## src/rtl/machine_ctrl_if.sv

```systemverilog
// Control-path bundle between the instruction sequencer and the CPU datapath.
// The master side is the sequencer; the slave side is the datapath/instruction register.
interface machine_ctrl_if;
    localparam int unsigned OP_W = 3;
    localparam int unsigned ST_W = 4;

    logic            ena;
    logic [OP_W-1:0] opcode;
    logic            zero;
    logic            load_ir;
    logic            rd;
    logic            wr;
    logic            inc_pc;
    logic            load_pc;
    logic            load_acc;
    logic            datactl_ena;
    logic            halt;
    logic [ST_W-1:0] state_o;

    modport master (
        input  ena, opcode, zero,
        output load_ir, rd, wr, inc_pc, load_pc, load_acc, datactl_ena, halt, state_o
    );

    modport slave (
        output ena, opcode, zero,
        input  load_ir, rd, wr, inc_pc, load_pc, load_acc, datactl_ena, halt, state_o
    );
endinterface

```

## src/rtl/machine_ctrl.sv

```systemverilog
// Instruction sequencer: fixed 7-cycle fetch/decode/execute sequence per instruction,
// HLT parks in HALT until reset. Strobes are registered, decoded from the next state.
module machine_ctrl (
    input  logic           clk,
    input  logic           rst,
    machine_ctrl_if.master bus
);
    localparam int unsigned OP_W = 3;
    localparam int unsigned ST_W = 4;

    localparam logic [OP_W-1:0] OP_HLT = 3'b000;
    localparam logic [OP_W-1:0] OP_SKZ = 3'b001;
    localparam logic [OP_W-1:0] OP_ADD = 3'b010;
    localparam logic [OP_W-1:0] OP_AND = 3'b011;
    localparam logic [OP_W-1:0] OP_XOR = 3'b100;
    localparam logic [OP_W-1:0] OP_LDA = 3'b101;
    localparam logic [OP_W-1:0] OP_STO = 3'b110;
    localparam logic [OP_W-1:0] OP_JMP = 3'b111;

    typedef enum logic [ST_W-1:0] {
        IDLE = 4'd0,
        F0   = 4'd1,
        F1   = 4'd2,
        DEC  = 4'd3,
        EX1  = 4'd4,
        EX2  = 4'd5,
        EX3  = 4'd6,
        WB   = 4'd7,
        HALT = 4'd8
    } state_e;

    typedef struct packed {
        logic load_ir;
        logic rd;
        logic wr;
        logic inc_pc;
        logic load_pc;
        logic load_acc;
        logic datactl_ena;
        logic halt;
    } ctrl_t;

    state_e state_q;
    state_e state_d;
    logic   zero_q;
    logic   zero_d;
    ctrl_t  ctrl_q;

    function automatic state_e next_state(state_e s, logic ena, logic [OP_W-1:0] op);
        if (s == HALT) return HALT;
        if (!ena)      return IDLE;
        case (s)
            IDLE:    return F0;
            F0:      return F1;
            F1:      return DEC;
            DEC:     return (op == OP_HLT) ? HALT : EX1;
            EX1:     return EX2;
            EX2:     return EX3;
            EX3:     return WB;
            WB:      return F0;
            default: return IDLE;
        endcase
    endfunction

    function automatic ctrl_t decode(state_e s, logic [OP_W-1:0] op, logic z);
        ctrl_t c;
        logic  alu;
        c   = '0;
        alu = (op == OP_ADD) || (op == OP_AND) || (op == OP_XOR) || (op == OP_LDA);
        case (s)
            F0, F1: begin
                c.load_ir = 1'b1;
                c.rd      = 1'b1;
                c.inc_pc  = 1'b1;
            end
            EX1: begin
                c.rd          = alu;
                c.datactl_ena = (op == OP_STO);
                c.load_pc     = (op == OP_JMP);
            end
            EX2: begin
                c.rd          = alu;
                c.load_acc    = alu;
                c.datactl_ena = (op == OP_STO);
                c.wr          = (op == OP_STO);
                c.load_pc     = (op == OP_JMP);
                c.inc_pc      = (op == OP_SKZ) && z;
            end
            EX3: begin
                c.rd          = alu;
                c.datactl_ena = (op == OP_STO);
                c.inc_pc      = (op == OP_SKZ) && z;
            end
            HALT:    c.halt = 1'b1;
            default: c = '0;
        endcase
        return c;
    endfunction

    assign state_d = next_state(state_q, bus.ena, bus.opcode);
    // Skip condition is captured once, as the instruction leaves decode.
    assign zero_d  = (state_q == DEC && state_d == EX1) ? bus.zero : zero_q;

    always_ff @(posedge clk) begin
        if (rst) begin
            state_q <= IDLE;
            zero_q  <= 1'b0;
            ctrl_q  <= '0;
        end else begin
            state_q <= state_d;
            zero_q  <= zero_d;
            ctrl_q  <= decode(state_d, bus.opcode, zero_d);
        end
    end

    assign bus.load_ir     = ctrl_q.load_ir;
    assign bus.rd          = ctrl_q.rd;
    assign bus.wr          = ctrl_q.wr;
    assign bus.inc_pc      = ctrl_q.inc_pc;
    assign bus.load_pc     = ctrl_q.load_pc;
    assign bus.load_acc    = ctrl_q.load_acc;
    assign bus.datactl_ena = ctrl_q.datactl_ena;
    assign bus.halt        = ctrl_q.halt;
    assign bus.state_o     = ST_W'(state_q);
endmodule

```

## src/flat_wrapper.sv

```systemverilog
// flat-port wrapper written by rule: the top's interface ports become plain ports
module machine_ctrl_flat 
  (clk, rst, bus_ena, bus_opcode, bus_zero, bus_load_ir, bus_rd, bus_wr, bus_inc_pc, bus_load_pc, bus_load_acc, bus_datactl_ena, bus_halt, bus_state_o);
  machine_ctrl_if bus_i ();
  input  logic clk;
  input  logic rst;
  input wire logic [$bits(bus_i.ena)-1:0] bus_ena;
  input wire logic [$bits(bus_i.opcode)-1:0] bus_opcode;
  input wire logic [$bits(bus_i.zero)-1:0] bus_zero;
  output wire logic [$bits(bus_i.load_ir)-1:0] bus_load_ir;
  output wire logic [$bits(bus_i.rd)-1:0] bus_rd;
  output wire logic [$bits(bus_i.wr)-1:0] bus_wr;
  output wire logic [$bits(bus_i.inc_pc)-1:0] bus_inc_pc;
  output wire logic [$bits(bus_i.load_pc)-1:0] bus_load_pc;
  output wire logic [$bits(bus_i.load_acc)-1:0] bus_load_acc;
  output wire logic [$bits(bus_i.datactl_ena)-1:0] bus_datactl_ena;
  output wire logic [$bits(bus_i.halt)-1:0] bus_halt;
  output wire logic [$bits(bus_i.state_o)-1:0] bus_state_o;
  assign bus_i.ena = bus_ena;
  assign bus_i.opcode = bus_opcode;
  assign bus_i.zero = bus_zero;
  assign bus_load_ir = bus_i.load_ir;
  assign bus_rd = bus_i.rd;
  assign bus_wr = bus_i.wr;
  assign bus_inc_pc = bus_i.inc_pc;
  assign bus_load_pc = bus_i.load_pc;
  assign bus_load_acc = bus_i.load_acc;
  assign bus_datactl_ena = bus_i.datactl_ena;
  assign bus_halt = bus_i.halt;
  assign bus_state_o = bus_i.state_o;
  machine_ctrl u_core (.clk(clk), .rst(rst), .bus(bus_i));
endmodule
```

## config.mk

```make
export PLATFORM = sky130hd
export DESIGN_NAME = machine_ctrl_flat
export DESIGN_NICKNAME = d
export VERILOG_FILES = /design/src/rtl/machine_ctrl_if.sv /design/src/rtl/machine_ctrl.sv /design/src/flat_wrapper.sv
export SDC_FILE = /design/constraint.sdc
export NUM_CORES = 1
export LEC_CHECK = 0
export BUFFER_PORTS_ARGS = -buffer_cell sky130_fd_sc_hd__clkbuf_2
export CELL_PAD_IN_SITES_DETAIL_PLACEMENT = 1
export CELL_PAD_IN_SITES_GLOBAL_PLACEMENT = 1
export CORE_MARGIN = 2
export CORE_UTILIZATION = 29
export DETAILED_ROUTE_END_ITERATION = 8
export GPL_TIMING_DRIVEN = 0
export PLACE_DENSITY = 0.75
export RECOVER_POWER = 25
export SYNTH_ARGS = -nofsm -noshare
export SYNTH_HDL_FRONTEND = slang
export SYNTH_SLANG_ARGS = --single-unit
```

## constraint.sdc

```tcl
create_clock -name clk -period 1.92 [get_ports clk]
set_clock_uncertainty 0.15 [all_clocks]
set_input_delay 0.192 -clock clk [delete_from_list [all_inputs] [get_ports clk]]
set_output_delay 0.192 -clock clk [all_outputs]
set_load 0.01 [all_outputs]
```

Word level (Yosys, flattened, before mapping)
Cells that the tools add are included.
W data, S select, Z words.
- eq/ne operators: 21
- mux-type cells: 14
- bitwise logic cells: 3
- reduce and logical (&&, ||, !) cells: 15
- operators by type and width (cell ; number):
    $eq A4 B3 Y1 const B ; 7
    $pmux W4 S7 ; 1
    $mux W4 ; 5
    $reduce_or A2 Y1 ; 7
    $eq A3 B3 Y1 const B ; 4
    $eq A4 B2 Y1 const B ; 3
    $eq A4 B1 Y1 const B ; 2
    $eq A4 B4 Y1 const B ; 2
    $eq A3 B2 Y1 const B ; 2
    $mux W1 ; 6
    $logic_not A4 Y1 ; 1
    $pmux W1 S2 ; 2
    $eq A3 B1 Y1 const B ; 1
    $logic_not A3 Y1 ; 1
    $logic_or A1 B1 Y1 ; 3
    $not A1 Y1 ; 3
    $reduce_or A3 Y1 ; 1
    $logic_and A1 B1 Y1 ; 2
- register bits: 13
- input port bits: 7
- output and inout port bits: 12
- logic and storage cells: 63

Logic depth before layout (Yosys ltp)
- depth after elaboration: 10
- mapped depth: 5
- depth with buffers taken out: 4

Worst setup path after synthesis
OpenSTA, ideal clock, no wires.
- kind: register to register
- start point: register u_core.state_q[3] (netlist: u_core.bus.state_o[3])
- end point: register u_core.ctrl_q (netlist bit u_core.bus.inc_pc)
- setup time: 0.075 ns
- arrival time: 1.645 ns
- required time: 1.695 ns
- path slack: 0.050 ns
- cell stages (with the launch flop): 6
- buffers on the path: 1
- period minus slack after synthesis: 1.870 ns
- cells stage by stage: dfxtp_1 > or3b_1 > buf_2 > or2_1 > or4b_1 > o22ai_1
- cells in the longest elaborated chain, start to end: 10
- elaborated cells on any way between the ends: 25
- classes of those cells: 13 x eq/ne; 6 x mux; 6 x reduce/logical
- ends and longest elaborated chain (item ; line ; source):
    from (decl) ; machine_ctrl.sv:43 ; state_e state_q;
    from (signal assigned) ; machine_ctrl.sv:110 ; state_q <= state_d;
    $eq A4 B3 Y1 / $logic_not A4 Y1 (equally long branches) ; machine_ctrl.sv:52 ; case (s)
    $reduce_or A2 Y1 (no line) ; - ;
    $pmux W4 S7 ; machine_ctrl.sv:52 ;
    $mux W4 ; machine_ctrl.sv:52 ;
    $mux W4 ; machine_ctrl.sv:51 ; if (!ena) return IDLE;
    $eq A4 B3 Y1 ; machine_ctrl.sv:102 ; assign zero_d = (state_q == DEC && state_d == EX1) ? bus.zero : zero_q;
    $logic_and A1 B1 Y1 ; machine_ctrl.sv:102 ;
    $mux W1 ; machine_ctrl.sv:102 ;
    $logic_and A1 B1 Y1 ; machine_ctrl.sv:87, machine_ctrl.sv:92 ;
    $pmux W1 S2 * ; machine_ctrl.sv:70 ; case (s)
    to (signal assigned) ; machine_ctrl.sv:112 ; ctrl_q <= decode(state_d, bus.opcode, zero_d);
    to (decl) ; machine_ctrl.sv:47 ; ctrl_t ctrl_q;
Every way passes the cells marked *; elsewhere a longest branch is shown, timed or not.
A chain may end at the register's enable or synchronous reset.

Final worst setup path
Same ends and word-level chain as after synthesis.

==> impl_metrics.json <==
{
  "cts_tree": "done",
  "timing.final.crit_share_pct": 96.90,
  "antenna_left": 0,
  "drc": 0,
  "grtUsageTotal_pct": 14.76,
  "diodes": 0,
  "clk_latency_ns": 0.27,
  "synth_top_area_cell": "dfxtp_1",
  "final_nets": 87,
  "post-route-util_pct": 43.42,
  "final-setup-viol-count": 0,
  "cts_sinks": 13,
  "end_kind": "flop",
  "power_density_nw_per_um2": 730.6,
  "hold_path.class": "in -> reg",
  "netlist_area_um2": 499.2,
  "outcome": "finished, final reports clean",
  "firstDrtPassIters": 4,
  "r2r_start": "u_core.bus.state_o[3]",
  "hold_path_depth": 2,
  "cts_buffer_depth": 2,
  "worst_hold_startpoint": "bus_opcode[0]",
  "dieWidth_um": 45.49,
  "die_y_um": 45.49,
  "vias": 484,
  "root_buffer": "clkbuf_4",
  "gp_congestion": 0.8060,
  "synth_seq_area_share_pct": 52.13,
  "slew_viol_final": 0,
  "final_area_um2": 676.9,
  "synth-edff-count": 0,
  "yosys_warnings": 0,
  "synth_cells": 54,
  "pin_count": 19,
  "relSlewSlack_pct": 76.43,
  "rsz0062_at_grt": "no",
  "worst-setup-path-type": "reg -> reg",
  "reg2reg_to": "u_core.bus.inc_pc",
  "nFillCells": 204,
  "whs_ns": 0.01266,
  "postPlaceCellArea_um2": 609.3,
  "ys_seq_elements": 13,
  "grt_pass1_wl_um": 2139,
  "final_common_cell": "clkbuf_2",
  "clkTransAtPathRegs_ns": 0.09,
  "cp_max_fo": 3,
  "synthToLayoutAreaGrowth_pct": 35.59,
  "hold-path-endpoint": "u_core.bus.wr",
  "overflow": 0,
  "finalHoldViolations": 0,
  "grt_max_degree": 10,
  "die-area_um2": 2069,
  "dp_hpwl_um": 901.8,
  "tightestPinTransition_ns": 0.3536,
  "htreeDepth": 1,
  "grt_pass1_vias": 490,
  "rrSetupSlack_ns": 0.06,
  "core-area_um2": 1559,
  "drive_gt1_share_pct": 30.38,
  "cap_violations": 0,
  "vias_per_cell": 5.095,
  "required_ns": 1.98,
  "total_leakage_power_uw": 0.0002801,
  "synth_fp_nets": 61,
  "cp.arrival_ns": 1.92,
  "post_synth_num_cell_types": 25,
  "detail_route.wl_per_cell_um": 13.45,
  "fin_setup_tns_ns": 0,
  "min_period_ns": 1.860,
  "drt-total-wl_um": 1278,
  "drt_iter0_markers": 5,
  "ys_top_cells_by_area": "dfxtp_1 (52%), nor3_1 (4.0%), nand2_1 (3.8%), nor2_1 (3.8%), xnor2_1 (3.5%)",
  "cp-start-kind": "flop",
  "grt_antenna_before_repair": 0,
  "synth_flop_cell": "dfxtp_1",
  "initial_core_util_pct": 32.02,
  "async_flop_share_pct": 0,
  "layout_common_cells": "clkbuf_2 (12), dfxtp_1 (11), clkbuf_1 (8)",
  "synth.top_cell.area_share_pct": 52.13,
  "io_buffers": 18,
  "rows": 14,
  "cts_inserted_buffers": 3,
  "ir_drop_v": 0.0002898,
  "dp.cells": 88,
  "rr_worst_depth": 5,
  "stdcell_count": 95,
  "synth.avg_cell_area_um2": 9.245,
  "max_freq_ghz": 0.5375
}
==> cells by family (layout without fill, tap and decap cells) <==
logic type | Yosys count | count (layout) | synth area share, %
AOI/OAI and AO/OA | 10 | 10 | 13.28
xor gates and xnor gates | 2 | 2 | 3.509
buffers and inverters | 3 | 28 | 2.504
DFF | 13 | 13 | 52.13
muxes | 1 | 1 | 2.005
and+or+nand+nor | 25 | 25 | 26.57
==> cell type report <==
| class | instances | area [µm²] | area share [%] |
|---|---|---|---|
| repair buffers | 21 | 107.6 | 15.90 |
| multi-input cells | 38 | 241.5 | 35.67 |
| flip-flops and latches | 13 | 262.8 | 38.82 |
| plain buffers | 2 | 15.01 | 2.218 |
| well taps | 16 | 20.02 | 2.957 |
| inverters | 1 | 3.754 | 0.5545 |
| clock buffers | 4 | 26.28 | 3.882 |
==> layer usage <==
metal  vias to the layer above  global-route usage, %  share of wire [%]
met3                         2                  3.571                5.4
met2                        13                  24.23                 50
li1                        241                      -                  -
met5                         -                      0                  0
met4                         0                  7.059                1.6
met1                       228                  17.87                 42
==> where the power goes <==
| group | internal [µW] | switching [µW] | total, µW |
|---|---|---|---|
| combinational | 23.8 | 25.0 | 48.7 |
| clock | 80.2 | 85.3 | 166 |
| sequential | 276 | 4.64 | 280 |
| total | 380 | 115 | 495 |
==> per-stage QoR <==
| step | setup WS (ns) | total power (µW) |
|---|---|---|
| final | 0.05952 | 494.5 |
| after global routing | 0.003211 | 524.6 |
| after CTS | 0.002213 | 499.1 |
| after detailed placement | -0.06812 | 327.0 |
| after global placement | -0.03635 | 325.7 |
| after floorplan | 0.05048 | 305.9 |
==> timing repair <==
action	CTS	global route
gates resized for setup	6	2
endpoints found under the setup margin	1	3
hold endpoints to repair	3	0
pin swaps	3	2
hold buffers	1	0
setup buffers	2	0
==> state kept, by name, summed over array words and instances, names as in the netlist <==
name	flops
u_core.bus.state_o	4
u_core.bus.halt	1
u_core.bus.wr	1
u_core.zero_q	1
u_core.bus.datactl_ena	1
u_core.bus.rd	1
u_core.bus.inc_pc	1
u_core.bus.load_pc	1
u_core.bus.load_acc	1
u_core.bus.load_ir	1
==> how the worst max path moves through the flow <==
| stage | start | end | slack (ns) | cells past startpoint |
|---|---|---|---|---|
| 2_1_floorplan | u_core.bus.state_o[3] | u_core.bus.inc_pc | 0.05 | 5 |
| 3_3_place_gp | u_core.bus.state_o[3] | u_core.bus.inc_pc | -0.04 | 5 |
| 3_5_place_dp | u_core.bus.state_o[3] | u_core.bus.inc_pc | -0.07 | 5 |
| 4_1_cts | u_core.bus.state_o[3] | u_core.bus.inc_pc | 0.002 | 5 |
| 5_1_grt | u_core.bus.state_o[3] | u_core.bus.inc_pc | 0.003 | 5 |
| 6_report | u_core.bus.state_o[3] | u_core.bus.inc_pc | 0.06 | 5 |
==> worst max-delay path: stages, from the launching register on <==
cell     delay [ns]
dfxtp_2        0.33
or3b_4         0.36
buf_6          0.12
or2_4          0.25
or4b_4         0.49
o22ai_2        0.09
==> synth_stat cells (2+ instances only) <==
| library cell | instances |
|---|---|
| a21oi_1 | 3 |
| dfxtp_1 | 13 |
| nand2_1 | 5 |
| nand2b_1 | 2 |
| nor2_1 | 5 |
| nor3_1 | 4 |
| or2_1 | 2 |
| or3_1 | 2 |
| xnor2_1 | 2 |
No activity file was read; power rests on OpenSTA's default activity.
